[config.mk]
export PLATFORM = sky130hd
export DESIGN_NAME = icache
export DESIGN_NICKNAME = d
export VERILOG_FILES = /design/src/rtl/icache.sv
export SDC_FILE = /design/constraint.sdc
export NUM_CORES = 2
export LEC_CHECK = 0
export ABC_AREA = 1
export CAP_MARGIN = 15
export CORE_MARGIN = 2
export CORE_UTILIZATION = 41
export CTS_CLUSTER_DIAMETER = 40
export DETAILED_ROUTE_END_ITERATION = 8
export PLACE_DENSITY_LB_ADDON = 0.2
export SLEW_MARGIN = 20
export SYNTH_ARGS = -nofsm -noshare
export SYNTH_HDL_FRONTEND = slang
export SYNTH_SLANG_ARGS = --single-unit
[constraint.sdc]
create_clock -name clk -period 5.1 [get_ports clk]
set_input_delay 1.53 -clock clk [delete_from_list [all_inputs] [get_ports clk]]
set_output_delay 1.53 -clock clk [all_outputs]
set_load 0.03 [all_outputs]
[src/rtl/icache.sv]
// Direct-mapped read-only instruction cache with one-word lines and one outstanding miss.
// Latency: hit 1 cycle; a miss issues its memory request 1 cycle after the fetch, and the word returns 1 cycle after in_mem_ok.
module icache #(
    parameter int INDEX_BITS = 6,
    parameter int TAG_BITS   = 10
) (
    input  logic        clk,
    input  logic        rst,
    input  logic        ena,
    input  logic        in_rollback,
    input  logic        in_if_ena,
    input  logic [31:0] in_if_addr,
    output logic        out_if_ok,
    output logic [31:0] out_if_inst,
    output logic        out_mem_ena,
    output logic [31:0] out_mem_addr,
    input  logic        in_mem_ok,
    input  logic [31:0] in_mem_data
);

    localparam int LINES = 1 << INDEX_BITS;

    typedef enum logic {IDLE, MISS_WAIT} state_t;

    state_t                state_q, state_d;
    logic [LINES-1:0]      valid_q, valid_d;
    logic [TAG_BITS-1:0]   tag_mem  [LINES];
    logic [31:0]           data_mem [LINES];
    logic                  out_if_ok_q, out_if_ok_d;
    logic [31:0]           out_if_inst_q, out_if_inst_d;
    logic                  out_mem_ena_q, out_mem_ena_d;
    logic [31:0]           out_mem_addr_q, out_mem_addr_d;

    logic                  fill_en;
    logic                  hit;
    logic [INDEX_BITS-1:0] req_idx, fill_idx;
    logic [TAG_BITS-1:0]   req_tag, fill_tag;

    // The outstanding miss address is the one last sent to memory.
    assign req_idx  = in_if_addr[INDEX_BITS+1:2];
    assign req_tag  = in_if_addr[INDEX_BITS+2 +: TAG_BITS];
    assign fill_idx = out_mem_addr_q[INDEX_BITS+1:2];
    assign fill_tag = out_mem_addr_q[INDEX_BITS+2 +: TAG_BITS];
    assign hit      = valid_q[req_idx] && (tag_mem[req_idx] == req_tag);

    always_comb begin
        state_d        = state_q;
        valid_d        = valid_q;
        out_if_ok_d    = out_if_ok_q;
        out_if_inst_d  = out_if_inst_q;
        out_mem_ena_d  = out_mem_ena_q;
        out_mem_addr_d = out_mem_addr_q;
        fill_en        = 1'b0;
        if (in_rollback) begin
            // A fill racing the flush is still kept, but nobody is waiting for it.
            state_d       = IDLE;
            out_if_ok_d   = 1'b0;
            out_mem_ena_d = 1'b0;
            fill_en       = ena && (state_q == MISS_WAIT) && in_mem_ok;
        end else if (ena) begin
            out_if_ok_d   = 1'b0;
            out_mem_ena_d = 1'b0;
            case (state_q)
                IDLE: begin
                    if (in_if_ena) begin
                        if (hit) begin
                            out_if_ok_d   = 1'b1;
                            out_if_inst_d = data_mem[req_idx];
                        end else begin
                            out_mem_ena_d  = 1'b1;
                            out_mem_addr_d = in_if_addr;
                            state_d        = MISS_WAIT;
                        end
                    end
                end
                MISS_WAIT: begin
                    if (in_mem_ok) begin
                        fill_en       = 1'b1;
                        out_if_ok_d   = 1'b1;
                        out_if_inst_d = in_mem_data;
                        state_d       = IDLE;
                    end
                end
                default: state_d = IDLE;
            endcase
        end
        if (fill_en) begin
            valid_d[fill_idx] = 1'b1;
        end
    end

    always_ff @(posedge clk) begin
        if (rst) begin
            state_q        <= IDLE;
            valid_q        <= '0;
            out_if_ok_q    <= 1'b0;
            out_if_inst_q  <= '0;
            out_mem_ena_q  <= 1'b0;
            out_mem_addr_q <= '0;
        end else begin
            state_q        <= state_d;
            valid_q        <= valid_d;
            out_if_ok_q    <= out_if_ok_d;
            out_if_inst_q  <= out_if_inst_d;
            out_mem_ena_q  <= out_mem_ena_d;
            out_mem_addr_q <= out_mem_addr_d;
        end
    end

    always_ff @(posedge clk) begin
        if (fill_en) begin
            tag_mem[fill_idx]  <= fill_tag;
            data_mem[fill_idx] <= in_mem_data;
        end
    end

    assign out_if_ok    = out_if_ok_q;
    assign out_if_inst  = out_if_inst_q;
    assign out_mem_ena  = out_mem_ena_q;
    assign out_mem_addr = out_mem_addr_q;

endmodule

# Yosys cells after proc, flatten, opt, wreduce, memory -nomap -nowiden
# Memory sizes are Yosys's and may differ from the RTL's.
# Index checks and enable logic that the tools add are counted.
[word_totals] regBits=131 ram_bits=2688 output_inout_bits=66 memories=2
[classes] order_cmp=3 eq_ne=4 n_mux=22 bitwise=4 n_reduce_logical=7
[mem_list] name="data_mem" depth=64 word_bits=32 read_ports=1 rd_ports_with_merged_regs=0 wr=1 line="28" source="logic [31:0] data_mem [LINES];"
[mem_list] name="tag_mem" depth=64 word_bits=10 read_ports=1 rd_ports_with_merged_regs=0 wr=1 line="27" source="logic [TAG_BITS-1:0] tag_mem [LINES];"
[ops] operator="two-way mux 32 bit" n=3
[ops] operator="OR 64 bit" n=1
[ops] operator="one-hot mux 32 bit (2 select lines)" n=1
[ops] operator="< comparator 6 x 7 -> 1 bit, second input constant" n=2
[ops] operator="two-way mux 1 bit" n=14
[ops] operator="equality test 10 bit" n=1
[ops] operator="AND reduction 5 bit" n=2
[ops] operator="binary-select mux 1 bit (select 6 bit)" n=1
[ops] operator="demux 1 bit (select 6 bit)" n=1
[ops] operator=">= comparator 6 x 1 -> 1 bit, second input constant" n=1
[ops] operator="inequality test 2 bit, second input constant" n=3
[ops] operator="logical AND 1 bit" n=4
[ops] operator="one-hot mux 1 bit (2 select lines)" n=2
[ops] operator="NOT 1 bit" n=3
[ops] operator="OR reduction 2 bit" n=1

# Depth between registers and ports, before layout
[logic_depth] ltp_word=6 mapped_depth=24

# Worst setup path after synthesis
# OpenSTA, ideal clock, no wires.
[synth_timing] path_kind="input to register" startpoint="input port ena" endpoint="memory data_mem[30][0], enable pin" setup_ps=443 t_arrival_ps=3869 required_time_ps=4657 path_slack_ps=788 cell_stages=8 path_buffers=0 path_cell_list="inv_1 > nor2_1 > inv_1 > nor2_1 > inv_1 > nor2_1 > inv_1 > nor2_1"
[synth_between] elab_chain_len=5
[synth_lines] element="from (decl)" line="9" source="input logic ena,"
[synth_lines] element="logical AND 1 bit (2 in series)" line="59" source="fill_en = ena && (state_q == MISS_WAIT) && in_mem_ok;"
[synth_lines] element="two-way mux 1 bit (*)" line="54" source="if (in_rollback) begin"
[synth_lines] element="two-way mux 1 bit (*)" line="111" source="if (fill_en) begin"
[synth_lines] element="two-way mux 1 bit (implied by the code) (*)" line="113" source="data_mem[fill_idx] <= in_mem_data;"
[synth_lines] element="to (decl)" line="28"
# Mark *: on every way between the ends. The rest lies on a longest branch, timed or not.

# Worst setup path in the final report
[layout_timing] startpoint="register out_mem_addr_q[9] (netlist: out_mem_addr[9])" endpoint="output port out_mem_addr[9]"
[layout_rtl] element="from (decl)" line="32" source="logic [31:0] out_mem_addr_q, out_mem_addr_d;"
[layout_rtl] element="from (signal assigned)" line="106" source="out_mem_addr_q <= out_mem_addr_d;"
[layout_rtl] element="to (decl)" line="16" source="output logic [31:0] out_mem_addr,"
# No word-level cell between the ends.

==> flow_summary_export.csv <==
group,metric,value,unit
route,vias_per_cell,5.896,
worst_hold_path,hp-class,"reg2reg",
worst_setup_path,end_kind,"output port",
logic_synthesis,yosys.area.top_type_share,72.65,%
worst_setup_path,arrival,2.70,ns
worst_setup_path,r2r_start,"state_q$_SDFFE_PP0P_",
worst_setup_path,start_kind,"register",
grt,grt.total_usage,26.06,%
place,placed_cell_area,0.1195,mm2
logic_synthesis,syn_avg_cell_area,12.57,um2
die,die_h,524.6,um
place,gp_congestion,0.8263,
die,die_w,524.6,um
clock_tree,cts_tree,"done",
route,drtPass1Iterations,6,
layout,instances_no_fill,13050,
worst_setup_path,cp_slowest_stage_delay,0.83,ns
worst_hold_path,min_to,"out_mem_addr[28]$_SDFFE_PP0P_",
die,start_util,41.11,%
layout,final_common_cell,"edfxtp_1",
worst_setup_path,rr_endpoint,"out_if_inst[19]$_SDFFE_PP0P_",
die,core_area,0.2703,mm2
route,routed_wl,368900,um
logic_synthesis,ys_seq_area_share,75.01,%
logic_synthesis,yosys.area.top_type,"edfxtp_1",
timing,fmax,236.7,MHz
clock_tree,cts_sinks,2819,
clock_tree,insertion_delay,1.00,ns
grt,grt_pass1_wl,522900,um
route,drc,0,
logic_synthesis,synth.cell_area,0.1111,mm2
power,powerDensity,426.2,mW/mm2
worst_setup_path,critPathSlowestCell,"clkdlybuf4s50_1",
timing,holdWs,0.4592,ns
logic_synthesis,yosys_register_bits,2819,
grt,grt.overflow.total,0,
grt,antenna_found_initial,9,
clock_tree,hold_buffers,0,
logic_synthesis,synthTopCellsByArea,"edfxtp_1, o21ai_0, nor2_1",
worst_hold_path,hp-start,"out_mem_addr[28]$_SDFFE_PP0P_",
timing,fin_crit,4.225,ns
timing,tns,0,ns
worst_setup_path,reg2regPathDepth,6,
route,first_iter_violations,10060,
clock_tree,clockBufferDepth,4,
worst_setup_path,cp_num_buf_inv,2,
place,io_buffers,135,
layout,fin_area,0.1337,mm2
logic_synthesis,synth.distinct_cells,35,
logic_synthesis,syn-num-nets,8906,
layout,mostFrequentLayoutCells,"edfxtp_1, nor2_1, o21ai_0",
timing,setup_violations,0,
timing,hold_viol_final,0,
logic_synthesis,yosysWarningCount,0,
place,hpwl,191000,um
power,leakage,44.14,nW
clock_tree,cts_resized,0,
timing,tightest_slew,1.136,ns
power,finalPower,57.00,mW
timing,slew_headroom,24.28,%
clock_tree,cts_setup_buffers,0,
layout,drive_gt1_share,12.72,%
timing,fin_crit_sh,82.85,%
clock_tree,htree_levels,5,
logic_synthesis,syn_inst,8836,
worst_hold_path,hold_depth,2,
clock_tree,cts_buffers,421,
layout,final_nets,9198,
place,dp_cells,12270,
route,via_count,76920,
timing,report.final.slew_viol_count,0,
worst_setup_path,crit_family,"buffers and inverters",
worst_setup_path,worstSetupPathType,"reg2out",
die,die-area,0.2752,mm2
timing,skew,0.09676,ns
clock_tree,clkTransAtPathRegs,0.05,ns
grt,grt_max_degree,185,
outcome,status,"complete, no violations",
clock_tree,clockRootBuffer,"clkbuf_16",
worst_setup_path,path_cells,"buf_4 -> clkdlybuf4s50_1",
worst_setup_path,cp.required,3.57,ns
job,cap_violations,0,
layout,area_delta_synth_final,20.37,%
route,wire_per_inst,28.28,um
worst_setup_path,crit_fanout,66,
power,ir_drop,0.0002862,V
timing,rsz0062_at_grt,"no",
grt,grt_pass1_vias,73210,
die,io_pins,136,
worst_setup_path,rrSetupSlack,2.17,ns
route,ant_nets,0,
die,num_rows,191,
-- worst register-to-register path: stages, from the launching register on --
cell and delay (ns):
dfxtp_2 0.32, buf_4 0.63, inv_2 0.87, a21boi_0 0.70
nand4_1 0.17, nand2_1 0.09, nor2_1 0.05
-- cell families after synthesis --
logic type	Yosys count	share of synthesized area (%)
multiplexers	4	0.03604
AND/OR/NAND/NOR	3346	12.27
buffers and inverters	722	2.867
flip-flops	2819	75.01
AO/OA/AOI/OAI	1943	9.806
XOR/XNOR	2	0.01577
-- worst max path at each step --
stage | startpoint | endpoint | slack [ns] | cells after the start
floorplan | ena | data_mem[30][0]$_DFFE_PP_ | 0.79 | 8
global placement | in_if_addr[2] | out_if_inst[29]$_SDFFE_PP0P_ | 0.32 | 22
detailed placement | in_if_addr[2] | out_if_ok$_SDFFE_PP0P_ | 0.35 | 20
CTS | out_mem_addr[9]$_SDFFE_PP0P_ | out_mem_addr[9] | 0.78 | 2
global route | out_mem_addr[9]$_SDFFE_PP0P_ | out_mem_addr[9] | 0.79 | 2
finish | out_mem_addr[9]$_SDFFE_PP0P_ | out_mem_addr[9] | 0.87 | 2
-- layer usage --
metal / routed length, um / global-route usage (%)
met5: 0 / 0.05195
met2: 169000 / 41.02
met4: 13840 / 9.959
met3: 34340 / 4.850
met1: 151700 / 35.93
-- power breakdown --
part	switching (mW)	leakage [nW]	internal, mW
sequential	0.0186	24.8	25.3
clock	10.9	6.81	18.0
combinational	2.03	12.6	0.776
-- sequential cells by signal, summed over array words and instances, names as in the netlist --
register	count
out_mem_ena	1
valid_q	64
state_q	1
out_if_inst	32
data_mem	2048
out_if_ok	1
out_mem_addr	32
tag_mem	640
-- per-stage QoR --
step,util (%),worst slack (ns)
5_1_grt,49.48,0.7912
3_3_place_gp,44.20,0.3183
6_report,49.48,0.8747
4_1_cts,49.46,0.7845
2_1_floorplan,-,0.7877
3_5_place_dp,44.20,0.3542
-- synthesized netlist by cell type (all sizes together) --
| cell | n |
|---|---|
| nand2 | 994 |
| nor2 | 1544 |
| clkinv | 2 |
| o21a | 9 |
| dfxtp | 131 |
| nand3b | 3 |
| o21ai | 1245 |
| a31oi | 14 |
| xor2 | 2 |
| nand4 | 34 |
| or2 | 2 |
| nand3 | 758 |
| o32ai | 15 |
| o22ai | 479 |
| mux2i | 4 |
| clkbuf | 353 |
| o211ai | 33 |
| o311ai | 8 |
| buf | 283 |
| edfxtp | 2688 |
| inv | 84 |
| nor3 | 11 |
| o221ai | 92 |
| a21oi | 41 |
| o31ai | 2 |
| o21bai | 3 |
| a21boi | 2 |
-- cell type report --
| cell class | count | area (um2) |
|---|---|---|
| Tap cell | 3570 | 4467 |
| Multi-Input combinational cell | 5295 | 25080 |
| Timing Repair Buffer | 505 | 6255 |
| Fill cell | 23040 | 136500 |
| Antenna cell | 3 | 7.507 |
| Inverter | 86 | 359.1 |
| Clock buffer | 463 | 10980 |
| Clock inverter | 304 | 3229 |
| Sequential cell | 2819 | 83350 |
Power figures use the tool's default switching activity.
